### src/rtl/serial_add_seq_if.sv
// Request/operand/result bundle for the bit-serial adder sequencer.
// The master drives requests and operands; the slave (the sequencer) returns status and result.
interface serial_add_seq_if #(
    parameter int WIDTH = 8
);
    logic             start;
    logic             rst;
    logic             CIN;
    logic             sub;
    logic [WIDTH-1:0] op_a;
    logic [WIDTH-1:0] op_b;
    logic             busy;
    logic             done;
    logic [WIDTH-1:0] sum;
    logic             COUT;

    modport master (
        output start, rst, CIN, sub, op_a, op_b,
        input  busy, done, sum, COUT
    );

    modport slave (
        input  start, rst, CIN, sub, op_a, op_b,
        output busy, done, sum, COUT
    );
endinterface

### src/rtl/serial_add_seq.sv
// Bit-serial add sequencer: streams a WIDTH-bit operand pair LSB-first through one full adder.
// Optional macro SERIAL_ADD_SUB_EN enables subtraction (invert B, force carry-in to 1).
module serial_add_seq #(
    parameter int WIDTH = 8
) (
    input logic               CLK,
    input logic               NRST,
    serial_add_seq_if.slave   bus
);
    localparam int CW = (WIDTH > 1) ? $clog2(WIDTH) : 1;

    localparam logic [1:0] S_IDLE = 2'd0;
    localparam logic [1:0] S_RUN  = 2'd1;
    localparam logic [1:0] S_DONE = 2'd2;

    localparam logic [CW-1:0] CNT_LAST = CW'(WIDTH - 1);

    function automatic logic maj3(input logic a, input logic b, input logic c);
        return (a & b) | (a & c) | (b & c);
    endfunction

    logic [1:0]       r_state;
    logic [1:0]       w_state_nxt;
    logic [CW-1:0]    r_cnt;
    logic             r_carry;
    logic [WIDTH-1:0] r_a;
    logic [WIDTH-1:0] r_b;
    logic [WIDTH-1:0] r_ps;
    logic [WIDTH-1:0] r_sum;
    logic             r_cout;
    logic             r_busy;
    logic             r_done;

    logic             w_s;
    logic             w_c_nxt;
    logic             w_last;
    logic             w_capture;
    logic [WIDTH-1:0] w_b_load;
    logic             w_c_load;

    assign w_s       = r_a[0] ^ r_b[0] ^ r_carry;
    assign w_c_nxt   = maj3(r_a[0], r_b[0], r_carry);
    assign w_last    = (r_cnt == CNT_LAST);
    assign w_capture = (r_state == S_IDLE) && bus.start && !bus.rst;

`ifdef SERIAL_ADD_SUB_EN
    // Two's-complement subtract: A + ~B + 1, so sub overrides CIN.
    assign w_b_load = bus.sub ? ~bus.op_b : bus.op_b;
    assign w_c_load = bus.sub | bus.CIN;
`else
    logic w_unused_sub;
    assign w_unused_sub = bus.sub;
    assign w_b_load     = bus.op_b;
    assign w_c_load     = bus.CIN;
`endif

    // Next-state decode; the synchronous abort overrides every transition.
    always_comb begin
        w_state_nxt = r_state;
        if (bus.rst) begin
            w_state_nxt = S_IDLE;
        end else begin
            case (r_state)
                S_IDLE: begin
                    if (bus.start) begin
                        w_state_nxt = S_RUN;
                    end else begin
                        w_state_nxt = S_IDLE;
                    end
                end
                S_RUN: begin
                    if (w_last) begin
                        w_state_nxt = S_DONE;
                    end else begin
                        w_state_nxt = S_RUN;
                    end
                end
                S_DONE:  w_state_nxt = S_IDLE;
                default: w_state_nxt = S_IDLE;
            endcase
        end
    end

    // State register with busy/done flopped from the next-state decode.
    always_ff @(posedge CLK or negedge NRST) begin
        if (!NRST) begin
            r_state <= S_IDLE;
            r_busy  <= 1'b0;
            r_done  <= 1'b0;
        end else begin
            r_state <= w_state_nxt;
            r_busy  <= (w_state_nxt == S_RUN);
            r_done  <= (w_state_nxt == S_DONE);
        end
    end

    // Serial datapath: operand capture, per-bit add/shift, result load on the last bit.
    always_ff @(posedge CLK or negedge NRST) begin
        if (!NRST) begin
            r_cnt   <= '0;
            r_carry <= 1'b0;
            r_a     <= '0;
            r_b     <= '0;
            r_ps    <= '0;
            r_sum   <= '0;
            r_cout  <= 1'b0;
        end else if (bus.rst) begin
            r_cnt   <= '0;
        end else if (w_capture) begin
            r_a     <= bus.op_a;
            r_b     <= w_b_load;
            r_carry <= w_c_load;
            r_cnt   <= '0;
        end else if (r_state == S_RUN) begin
            r_a     <= r_a >> 1;
            r_b     <= r_b >> 1;
            r_carry <= w_c_nxt;
            r_ps    <= {w_s, r_ps[WIDTH-1:1]};
            r_cnt   <= r_cnt + CW'(1);
            if (w_last) begin
                r_sum  <= {w_s, r_ps[WIDTH-1:1]};
                r_cout <= w_c_nxt;
            end else begin
                r_sum  <= r_sum;
                r_cout <= r_cout;
            end
        end else begin
            r_cnt   <= r_cnt;
        end
    end

    assign bus.busy = r_busy;
    assign bus.done = r_done;
    assign bus.sum  = r_sum;
    assign bus.COUT = r_cout;
endmodule

### src/flat_wrapper.sv
// flat-port wrapper written by rule: the top's interface ports become plain ports
module serial_add_seq_flat 
#(
    parameter int WIDTH = 8
)
  (CLK, NRST, bus_start, bus_rst, bus_CIN, bus_sub, bus_op_a, bus_op_b, bus_busy, bus_done, bus_sum, bus_COUT);
  serial_add_seq_if #(.WIDTH(WIDTH)) bus_i ();
  input logic CLK;
  input logic NRST;
  input wire logic [$bits(bus_i.start)-1:0] bus_start;
  input wire logic [$bits(bus_i.rst)-1:0] bus_rst;
  input wire logic [$bits(bus_i.CIN)-1:0] bus_CIN;
  input wire logic [$bits(bus_i.sub)-1:0] bus_sub;
  input wire logic [$bits(bus_i.op_a)-1:0] bus_op_a;
  input wire logic [$bits(bus_i.op_b)-1:0] bus_op_b;
  output wire logic [$bits(bus_i.busy)-1:0] bus_busy;
  output wire logic [$bits(bus_i.done)-1:0] bus_done;
  output wire logic [$bits(bus_i.sum)-1:0] bus_sum;
  output wire logic [$bits(bus_i.COUT)-1:0] bus_COUT;
  assign bus_i.start = bus_start;
  assign bus_i.rst = bus_rst;
  assign bus_i.CIN = bus_CIN;
  assign bus_i.sub = bus_sub;
  assign bus_i.op_a = bus_op_a;
  assign bus_i.op_b = bus_op_b;
  assign bus_busy = bus_i.busy;
  assign bus_done = bus_i.done;
  assign bus_sum = bus_i.sum;
  assign bus_COUT = bus_i.COUT;
  serial_add_seq #(.WIDTH(WIDTH)) u_core (.CLK(CLK), .NRST(NRST), .bus(bus_i));
endmodule
### config.mk
export PLATFORM = sky130hd
export DESIGN_NAME = serial_add_seq_flat
export DESIGN_NICKNAME = d
export VERILOG_FILES = /design/src/rtl/serial_add_seq_if.sv /design/src/rtl/serial_add_seq.sv /design/src/flat_wrapper.sv
export SDC_FILE = /design/constraint.sdc
export NUM_CORES = 1
export LEC_CHECK = 0
export ABC_AREA = 1
export BUFFER_PORTS_ARGS = -buffer_cell sky130_fd_sc_hd__buf_2
export CORE_MARGIN = 4
export CORE_UTILIZATION = 45
export CTS_CLUSTER_SIZE = 12
export DETAILED_ROUTE_END_ITERATION = 10
export PLACE_DENSITY_LB_ADDON = 0.25
export SKIP_LAST_GASP = 1
export SLEW_MARGIN = 40
export SYNTH_ARGS = -nofsm -noshare
export SYNTH_HDL_FRONTEND = slang
export SYNTH_SLANG_ARGS = --single-unit
### constraint.sdc
create_clock -name CLK -period 1.75 [get_ports CLK]
set_input_delay 0.0875 -clock CLK [delete_from_list [all_inputs] [get_ports CLK]]
set_output_delay 0.0875 -clock CLK [all_outputs]
set_load 0.02 [all_outputs]
==> metrics.txt, run 1 <==
number of global-route vias before repair=1304; accumulated negative setup slack=0 ns; GRT met2 Usage=21.2%; Hold EP=u_core.r_b[7]; number of max-capacitance violations reported=0; class of the most critical setup path=reg -> reg; status=finished clean; part of the total power dissipated in the clock network=26.7%; setup repair after global routing missed its margin=false; final count of negative-setup-slack endpoints=0; sw frac=30.4%; overall overflow remaining after global route=0; Worst Setup Start Kind=flop; floorplan die width=72.3 um; CP arrival=1.53 ns; vias=1365; internal power component=0.00153 W; clock transition at the register clock pins on the worst setup and hold paths after CTS=0.07 ns; post-detailed-route count of antenna-violating nets=0; post-DR vias/cell=4.61; Post-Place Cell Area=0.00207 mm2; highest attainable clock frequency=744 MHz; slew at the pin closest to its max-slew limit=0.363 ns; number of diodes added for antenna fixing=0; overall routed net length=3370 um; placer's final routability congestion estimate=0.732; number of clock sinks=40; TritonCTS clock tree=yes; kind of capture point of the worst setup path=flop; number of nets in the synthesized netlist=234; GRT Overall Usage=15.0%; sw power=0.000668 W; Hold Startpoint=bus_op_b[7]; Num CTS Buffers=5; pin count of the biggest net entering global routing=41; cell area after technology mapping=0.00186 mm2; routing usage on met3=5.26%; synth warn=0; busiest metal layer after global routing=met2; minimum period implied by the final worst setup slack=1.34 ns; most common cell after layout, fill and taps aside=sky130_fd_sc_hd__nand2_1; hold violation count in the final report=0; clock root buffer=sky130_fd_sc_hd__clkbuf_8; I/O Buffers=31; Ports=33; worst r2r dst=u_core.bus.sum[5]; period utilisation layout=76.8%; Unique masters post-synth=20; average cell area after synthesis=8.91 um2; area growth from synthesis to layout=16.9%; number of DRC markers in iteration 0=125; power density of the placed cells=1010 mW/mm2; Synth Instances=209; total number of H-tree levels=2; Slew Limit Fails=0; required time of the critical path=1.94 ns; Reg power frac=53.7%; maximum clock skew at final layout=0.00567 ns; HPWL after detailed placement=2330 um; headroom to the max-slew limit=75.8%; leakage dissipation=1.22 nW; Core Area=0.00400 mm2; Routed wire per std cell=11.4 um; number of cell rows=23; clock latency on the worst-skew pair=0.29 ns; final core utilization=54.4%; count of buffers added by post-CTS timing repair for setup=0; R2R Path Start=u_core.r_cnt[0]; top fanout value on the critical path=17; fraction of final layout cells with drive strength greater than 1=24.8%; WHS Path Cells=3; total die area=0.00523 mm2; number of detailed-routing iterations run before antenna repair=4; maximum vdd ir drop=0.000567 V; proportion of power drawn by combinational gates=19.7%; setup slack of the worst register-to-register path=0.41 ns; register bit total from synthesis=40; first-pass GRT wire length=5950 um; Global Route met1 Usage=20.8%; sequential cell area fraction in the yosys report=53.8%; starting density of the core=46.5%; Register-to-Register Path Depth=6; total of fill cells in the finished design=383; area of all placed cells without fillers=0.00218 mm2; y dimension of the die=72.3 um; clock tree buffer depth=2; highest-count cells in the layout ignoring fill and taps=sky130_fd_sc_hd__nand2_1, sky130_fd_sc_hd__dfrtp_1, sky130_fd_sc_hd__buf_2; Hold Path Class=in -> reg; number of antenna violations at the first check in global routing=0; nets=271; DRC=0
[power groups by stage]
stage	sequential, W	clock (W)	combinational [W]
floorplan	0.00118	0	0.000317
global placement	0.00119	0	0.000424
detailed placement	0.00120	0	0.000436
CTS	0.00118	0.000605	0.000441
global route	0.00120	0.000652	0.000502
finish	0.00118	0.000586	0.000433
[cell families after synthesis]
family                     synth area share [%]
buffers and inverters                      8.53
adders and majority gates                  2.42
DFF                                        53.8
AOI/OAI and AO/OA                          6.52
and+or+nand+nor                            28.8
[Yosys cell counts]
cell type,count,area share (%)
sky130_fd_sc_hd__buf_6,2,1.2
sky130_fd_sc_hd__fa_1,1,1.1
sky130_fd_sc_hd__nand3_1,18,4.8
sky130_fd_sc_hd__buf_4,2,0.81
sky130_fd_sc_hd__clkbuf_1,1,0.20
sky130_fd_sc_hd__buf_2,2,0.54
sky130_fd_sc_hd__o21ai_0,5,1.3
sky130_fd_sc_hd__inv_1,21,4.2
sky130_fd_sc_hd__nand3b_1,15,6.0
sky130_fd_sc_hd__inv_2,5,1.0
sky130_fd_sc_hd__nor2_4,3,1.8
sky130_fd_sc_hd__nand2_1,74,15
sky130_fd_sc_hd__o21ai_2,7,3.3
sky130_fd_sc_hd__buf_1,1,0.20
sky130_fd_sc_hd__inv_4,1,0.34
sky130_fd_sc_hd__ha_1,2,1.3
sky130_fd_sc_hd__dfrtp_1,40,54
sky130_fd_sc_hd__o21ai_1,7,1.9
sky130_fd_sc_hd__nand3_2,1,0.54
sky130_fd_sc_hd__nand2_4,1,0.60
[worst max-delay path, stage by stage (launching register included)]
cell	delay (ns)
sky130_fd_sc_hd__dfrtp_1	0.40
sky130_fd_sc_hd__ha_1	0.20
sky130_fd_sc_hd__ha_1	0.23
sky130_fd_sc_hd__nand2_4	0.22
sky130_fd_sc_hd__inv_2	0.08
sky130_fd_sc_hd__nand2_1	0.07
sky130_fd_sc_hd__nand2_1	0.05
[metal layers]
metal / vias up / wire (um)
met5: - / 0
met4: 0 / 58
met3: 6 / 240
met2: 26 / 1460
met1: 608 / 1610
li1: 725 / -
[through the flow]
stage / setup WS, ns / hold slack, ns / power, W / cells
global placement: 0.429 / 0.0721 / 0.00162 / 287
CTS: 0.403 / 0.0170 / 0.00223 / 296
global route: 0.306 / 0.0154 / 0.00236 / 296
floorplan: 0.530 / -0.208 / 0.00150 / 209
finish: 0.406 / 0.0239 / 0.00220 / 296
detailed placement: 0.407 / 0.0733 / 0.00163 / 287
[sequential cells by signal, indices dropped and copies added, names as in the netlist, 2 cells and up]
name,flops
u_core.r_b,8
u_core.r_state,2
u_core.r_ps,7
u_core.bus.sum,8
u_core.r_a,8
u_core.r_cnt,3
[worst max-delay path by stage]
stage	startpoint	endpoint	slack, ns	cells after the start
4_1_cts	u_core.r_cnt[0]	u_core.bus.sum[5]	0.40	6
3_5_place_dp	u_core.r_cnt[0]	u_core.bus.sum[5]	0.41	6
6_report	u_core.r_cnt[0]	u_core.bus.sum[5]	0.41	6
5_1_grt	u_core.r_cnt[0]	u_core.bus.sum[7]	0.31	6
2_1_floorplan	u_core.r_cnt[0]	u_core.bus.sum[0]	0.53	6
3_3_place_gp	u_core.r_cnt[0]	u_core.bus.sum[5]	0.43	6
[final cells by class]
type                       count  area, um2  area share, %
inverter                      27        104           4.77
clock inverter                 2       12.5          0.575
multi-input combinational    134        702           32.3
timing repair buffer          38        225           10.4
tap                           50       62.6           2.88
clock buffer                   5       68.8           3.16
sequential                    40       1000           46.0
[what timing repair did]
item	CTS	global route
hold buffers	2	0
hold endpoints to repair	41	0
gates resized for setup	0	0
Note: power is estimated with default switching activity, not from simulation.
==> inputs of run 2 (changes only) <==
Clock period 1.75 ns to 1.3 ns, I/O delays scaled along.
==> metrics.txt, run 2 (same netlist as run 1, synthesis figures left out) <==
status=finished clean; post-DR vias/cell=4.68; number of DRC markers in iteration 0=89; first-pass GRT wire length=6330 um; number of global-route vias before repair=1368; Worst Setup Start Kind=flop; GRT Overall Usage=15.7%; clock transition at the register clock pins on the worst setup and hold paths after CTS=0.07 ns; minimum period implied by the final worst setup slack=1.21 ns; Ports=33; starting density of the core=46.5%; overall routed net length=3630 um; most common cell after layout, fill and taps aside=sky130_fd_sc_hd__nand2_1; sw power=0.000885 W; TritonCTS clock tree=yes; number of clock sinks=40; DRC=0; HPWL after detailed placement=2520 um; final count of negative-setup-slack endpoints=0; worst path cell trace=ha_1, ha_2, nand2_4, buf_12, nand2_1, o21ai_2; CP arrival=1.43 ns; required time of the critical path=1.51 ns; number of diodes added for antenna fixing=0; highest attainable clock frequency=823 MHz; clock tree buffer depth=2; area growth from synthesis to layout=24.9%; vias=1445; y dimension of the die=72.3 um; WHS=0.0960 ns; number of max-capacitance violations reported=0; clock latency on the worst-skew pair=0.28 ns; placer's final routability congestion estimate=0.781; Num CTS Buffers=5; Worst Setup Slack, final=0.0852 ns; pin count of the biggest net entering global routing=25; maximum vdd ir drop=0.000732 V; Slew Limit Fails=0; fraction of final layout cells with drive strength greater than 1=28.6%; Setup WS pre-CTS=-0.0454 ns; proportion of power drawn by combinational gates=20.2%; class of the most critical setup path=reg -> reg; Reg power frac=51.6%; top fanout value on the critical path=9; accumulated negative setup slack=0 ns; slowest stage cell on the critical path=sky130_fd_sc_hd__dfrtp_1; part of the total power dissipated in the clock network=28.2%; headroom to the max-slew limit=73.1%; setup repair after global routing missed its margin=true; clock root buffer=sky130_fd_sc_hd__clkbuf_8; critical path's largest stage delay=0.39 ns; period utilisation layout=93.4%; overall overflow remaining after global route=0; highest-count cells in the layout ignoring fill and taps=sky130_fd_sc_hd__nand2_1, sky130_fd_sc_hd__dfrtp_1, sky130_fd_sc_hd__buf_2; maximum clock skew at final layout=0.00647 ns; number of cell rows=23; leakage dissipation=1.30 nW; I/O Buffers=31; total number of H-tree levels=2; hold violation count in the final report=0; nets=284; kind of capture point of the worst setup path=flop; power density of the placed cells=1320 mW/mm2; Hold Path Class=in -> reg; slew at the pin closest to its max-slew limit=0.403 ns; Routed wire per std cell=11.8 um; Core Area=0.00400 mm2; post-detailed-route count of antenna-violating nets=0; internal power component=0.00220 W; total die area=0.00523 mm2; floorplan die width=72.3 um; number of detailed-routing iterations run before antenna repair=4; sw frac=28.7%; number of antenna violations at the first check in global routing=0
-- run 2: changes by cell type in the layout (fill, tap and decap cells not counted), sizes merged --
cell and delta:
clkinv -1, buf +12, dlygate4sd3 +1, clkinvlp -1
clkbuf +2
-- run 2: stage by stage --
step / util (%) / instance area [um2] / power, W / cells
6_report: 58.1 / 2330 / 0.00308 / 309
5_1_grt: 58.1 / 2330 / 0.00329 / 309
4_1_cts: 57.9 / 2320 / 0.00312 / 308
3_5_place_dp: 52.8 / 2110 / 0.00221 / 292
3_3_place_gp: 52.8 / 2110 / 0.00219 / 292
2_1_floorplan: - / 1860 / 0.00201 / 209
-- run 2: timing repair --
action                                 4_1_cts  5_1_grt
gates resized for setup                      1        1
hold buffers                                 3        0
pin swaps                                    2        2
gates cloned                                 0        0
setup endpoints to repair                   20        2
buffers inserted                             6        1
endpoints found under the hold margin       18        0
-- run 2: worst max-delay path: cells and delay by family, from the launching register on --
| kind | cells | cell delay, ns |
|---|---|---|
| buf+inv | 1 | 0.13 |
| simple gates | 2 | 0.18 |
| compound gates | 1 | 0.05 |
| flops | 1 | 0.39 |
| fa+ha+maj | 2 | 0.40 |
-- run 2: final timing paths --
check	start	to	slack (ns)	depth (start not counted)
worst max-delay path	u_core.r_cnt[0]	u_core.bus.sum[3]	0.09	6
worst min-delay path	bus_op_a[3]	u_core.r_a[3]	0.1	4
worst max register to register	u_core.r_cnt[0]	u_core.bus.sum[3]	0.09	6
worst min register to register	u_core.r_b[1]	u_core.r_b[1]	0.48	2
max in group asynchronous	NRST	u_core.bus.sum[6]	0.61	3
min in group asynchronous	NRST	u_core.r_a[4]	0.24	2
-- run 2: layout make-up --
type	instances	area, um2
fillers	367	1670
flip-flops and latches	40	1000
multi-input cells	134	712
inverters	27	104
well taps	50	62.6
clock buffers	7	96.3
repair buffers	51	350
-- run 2: power groups by stage --
stage / registers, W / logic, W / clock network, W
after global placement: 0.00160 / 0.000587 / 0
after floorplan: 0.00159 / 0.000426 / 0
after global routing: 0.00161 / 0.000728 / 0.000951
after detailed placement: 0.00161 / 0.000605 / 0
after CTS: 0.00159 / 0.000629 / 0.000901
final: 0.00159 / 0.000621 / 0.000870
-- run 2: routing by layer --
layer	wire [um]	part of all wire, %	global-route usage [%]	vias to the layer above
li1	-	-	-	751
met1	1810	50	21.8	670
met2	1650	45	23.7	22
met3	145	4.0	3.88	2
met4	31	0.85	6.26	0
met5	0	0	0	-
==> inputs of run 3 (changes only) <==
Settings changed: ABC_AREA 1 to unset.
Clock period 1.3 ns to 1.26 ns, I/O delays scaled along.
==> metrics.txt, run 3 <==
sequential cell area fraction in the yosys report=57.4%; Routed wire per std cell=16.4 um; setup slack of the worst register-to-register path=-0.18 ns; number of antenna violations at the first check in global routing=0; class of the most critical setup path=reg -> reg; Hold Path Class=in -> reg; nets=216; clock root buffer=sky130_fd_sc_hd__clkbuf_8; Ports=33; number of max-capacitance violations reported=0; cell area after technology mapping=0.00174 mm2; overall routed net length=3930 um; floorplan die width=70.2 um; area of combinational cells with multiple inputs=833 um2; register bit total from synthesis=40; clock tree buffer depth=2; fraction of final layout cells with drive strength greater than 1=55.2%; Setup WS pre-CTS=-0.286 ns; hold violation count in the final report=0; HPWL after detailed placement=2480 um; y dimension of the die=70.2 um; number of clock sinks=40; slew at the pin closest to its max-slew limit=0.493 ns; total number of H-tree levels=2; R2R Path Start=u_core.r_cnt[1]; average cell area after synthesis=12.5 um2; Core Area=0.00369 mm2; WHS Path Cells=2; top fanout value on the critical path=5; post-detailed-route count of antenna-violating nets=0; number of detailed-routing iterations run before antenna repair=4; Hold Startpoint=bus_op_b[7]; kind of capture point of the worst setup path=flop; FFs w/ async S/R, synth=100%; headroom to the max-slew limit=67.1%; required time of the critical path=1.44 ns; number of nets in the synthesized netlist=164; Register-to-Register Path Depth=4; status=finished, violations left; GRT Overall Usage=17.2%; synth warn=0; commonest register cell after synthesis=sky130_fd_sc_hd__dfrtp_1; total of fill cells in the finished design=294; highest attainable clock frequency=692 MHz; leakage dissipation=1.15 nW; CP arrival=1.62 ns; combined flip-flop and latch cell area=0.00100 mm2; clock latency on the worst-skew pair=0.29 ns; number of global-route vias before repair=1365; overall overflow remaining after global route=0; number of cell rows=22; number of enable flip-flop cells after synthesis=0; top area cells in the synthesized netlist=sky130_fd_sc_hd__dfrtp_1, sky130_fd_sc_hd__mux2_2, sky130_fd_sc_hd__o21ai_0, sky130_fd_sc_hd__o22ai_1, sky130_fd_sc_hd__buf_6; placer's final routability congestion estimate=0.738; setup repair after global routing missed its margin=true; number of cells in the design after placement=225; number of diodes added for antenna fixing=0; maximum clock skew at final layout=0.00483 ns; minimum period implied by the final worst setup slack=1.44 ns; Synth Instances=139; power density of the placed cells=1500 mW/mm2; first-pass GRT wire length=6620 um; area growth from synthesis to layout=37.3%; cell types with the highest counts after synthesis=sky130_fd_sc_hd__dfrtp_1, sky130_fd_sc_hd__o21ai_0, sky130_fd_sc_hd__mux2_2, sky130_fd_sc_hd__o22ai_1, sky130_fd_sc_hd__o21ai_1; post-DR vias/cell=5.43; highest-count cells in the layout ignoring fill and taps=sky130_fd_sc_hd__dfrtp_1, sky130_fd_sc_hd__buf_2, sky130_fd_sc_hd__o22ai_2, sky130_fd_sc_hd__o21ai_0, sky130_fd_sc_hd__o21ai_1; number of DRC markers in iteration 0=73; starting density of the core=47.3%; vias=1302; TritonCTS clock tree=yes; area share of the largest cell type after synthesis=57.4%; DRC=0; violated checks=setup timing; post-synthesis cell type with the largest combined area=sky130_fd_sc_hd__dfrtp_1; Worst Setup Slack, final=-0.185 ns; Worst Setup Start Kind=flop; Num CTS Buffers=5; most common cell in the netlist=sky130_fd_sc_hd__dfrtp_1; Hold EP=u_core.r_b[7]; total die area=0.00493 mm2; maximum vdd ir drop=0.000720 V; pin count of the biggest net entering global routing=41; worst r2r dst=u_core.bus.sum[6]; Unique masters post-synth=26; Slew Limit Fails=0; final count of negative-setup-slack endpoints=34; most common cell after layout, fill and taps aside=sky130_fd_sc_hd__dfrtp_1; number of cells in the finished layout apart from fillers=240; clock transition at the register clock pins on the worst setup and hold paths after CTS=0.08 ns; I/O Buffers=31; period utilisation layout=115%
run 3: changes by cell type after synthesis, sizes merged, moves of 12 or more:
cell / before / now
mux2: 0 / 16
nand2: 75 / 3
o21ai: 19 / 31
nand3: 19 / 1
o22ai: 0 / 16
inv: 27 / 1
nand3b: 15 / 0
run 3: logic make-up (layout without fill, tap and decap cells):
family	after synthesis	in the layout	synth area share [%]
AO/OA/AOI/OAI	54	54	17.4
adder cells (fa/ha/maj)	3	3	2.58
buffers and inverters	10	62	4.81
flip-flops	40	40	57.4
multiplexers	16	16	10.3
AND/OR/NAND/NOR	16	17	7.39
run 3: per-layer routing:
metal,vias up,track usage [%],part of all wire (%)
met5,-,0,0
met2,33,27.9,49
li1,616,-,-
met1,646,21.7,44
met3,7,4.75,5.5
met4,0,6.38,1.7
run 3: critical path, cell delays in order (launching register included):
cell and delay (ns):
sky130_fd_sc_hd__dfrtp_1 0.41, sky130_fd_sc_hd__ha_4 0.17, sky130_fd_sc_hd__ha_4 0.13, sky130_fd_sc_hd__and3b_2 0.27
sky130_fd_sc_hd__mux2_2 0.35
run 3: stage by stage:
stage / total power, W / hold slack, ns / utilization, % / setup TNS (ns) / instance area [um2]
final: 0.00359 / 0.0245 / 64.9 / -3.92 / 2390
after global routing: 0.00377 / 0.0331 / 64.9 / -6.22 / 2390
after CTS: 0.00359 / 0.0176 / 63.6 / -4.37 / 2350
after detailed placement: 0.00234 / 0.149 / 55.2 / -5.29 / 2040
after global placement: 0.00229 / 0.135 / 55.2 / -4.08 / 2040
after floorplan: 0.00212 / -0.233 / - / -3.76 / 1780
run 3: repair_timing:
item	4_1_cts	5_1_grt
hold endpoints to repair	41	0
gates cloned	1	0
resized for setup	29	8
hold buffers	2	0
setup endpoints to repair	35	37
pin swaps	27	19
setup buffers	1	3
run 3: cell type report:
class	instances	area share, %
repair buffers	53	15.2
clock buffers	7	4.03
inverters	1	0.261
clock inverters	1	1.25
well taps	48	2.51
multi-input cells	90	34.8
flip-flops and latches	40	41.9
run 3: worst max path at each step:
stage,start,to,slack [ns],cells past startpoint
floorplan,u_core.r_state[1],u_core.r_a[6],-0.17,6
global placement,u_core.r_cnt[1],u_core.bus.sum[0],-0.18,4
detailed placement,u_core.r_cnt[0],u_core.bus.sum[4],-0.29,4
CTS,u_core.r_cnt[1],u_core.bus.sum[4],-0.19,4
global route,u_core.r_cnt[0],u_core.bus.sum[5],-0.23,4
finish,u_core.r_cnt[1],u_core.bus.sum[6],-0.18,4
run 3: power by group:
group | switching, W | leakage [nW] | internal (W)
sequential | 0.000191 | 0.522 | 0.00153
clock | 0.000428 | 0.0645 | 0.000698
combinational | 0.000300 | 0.563 | 0.000448
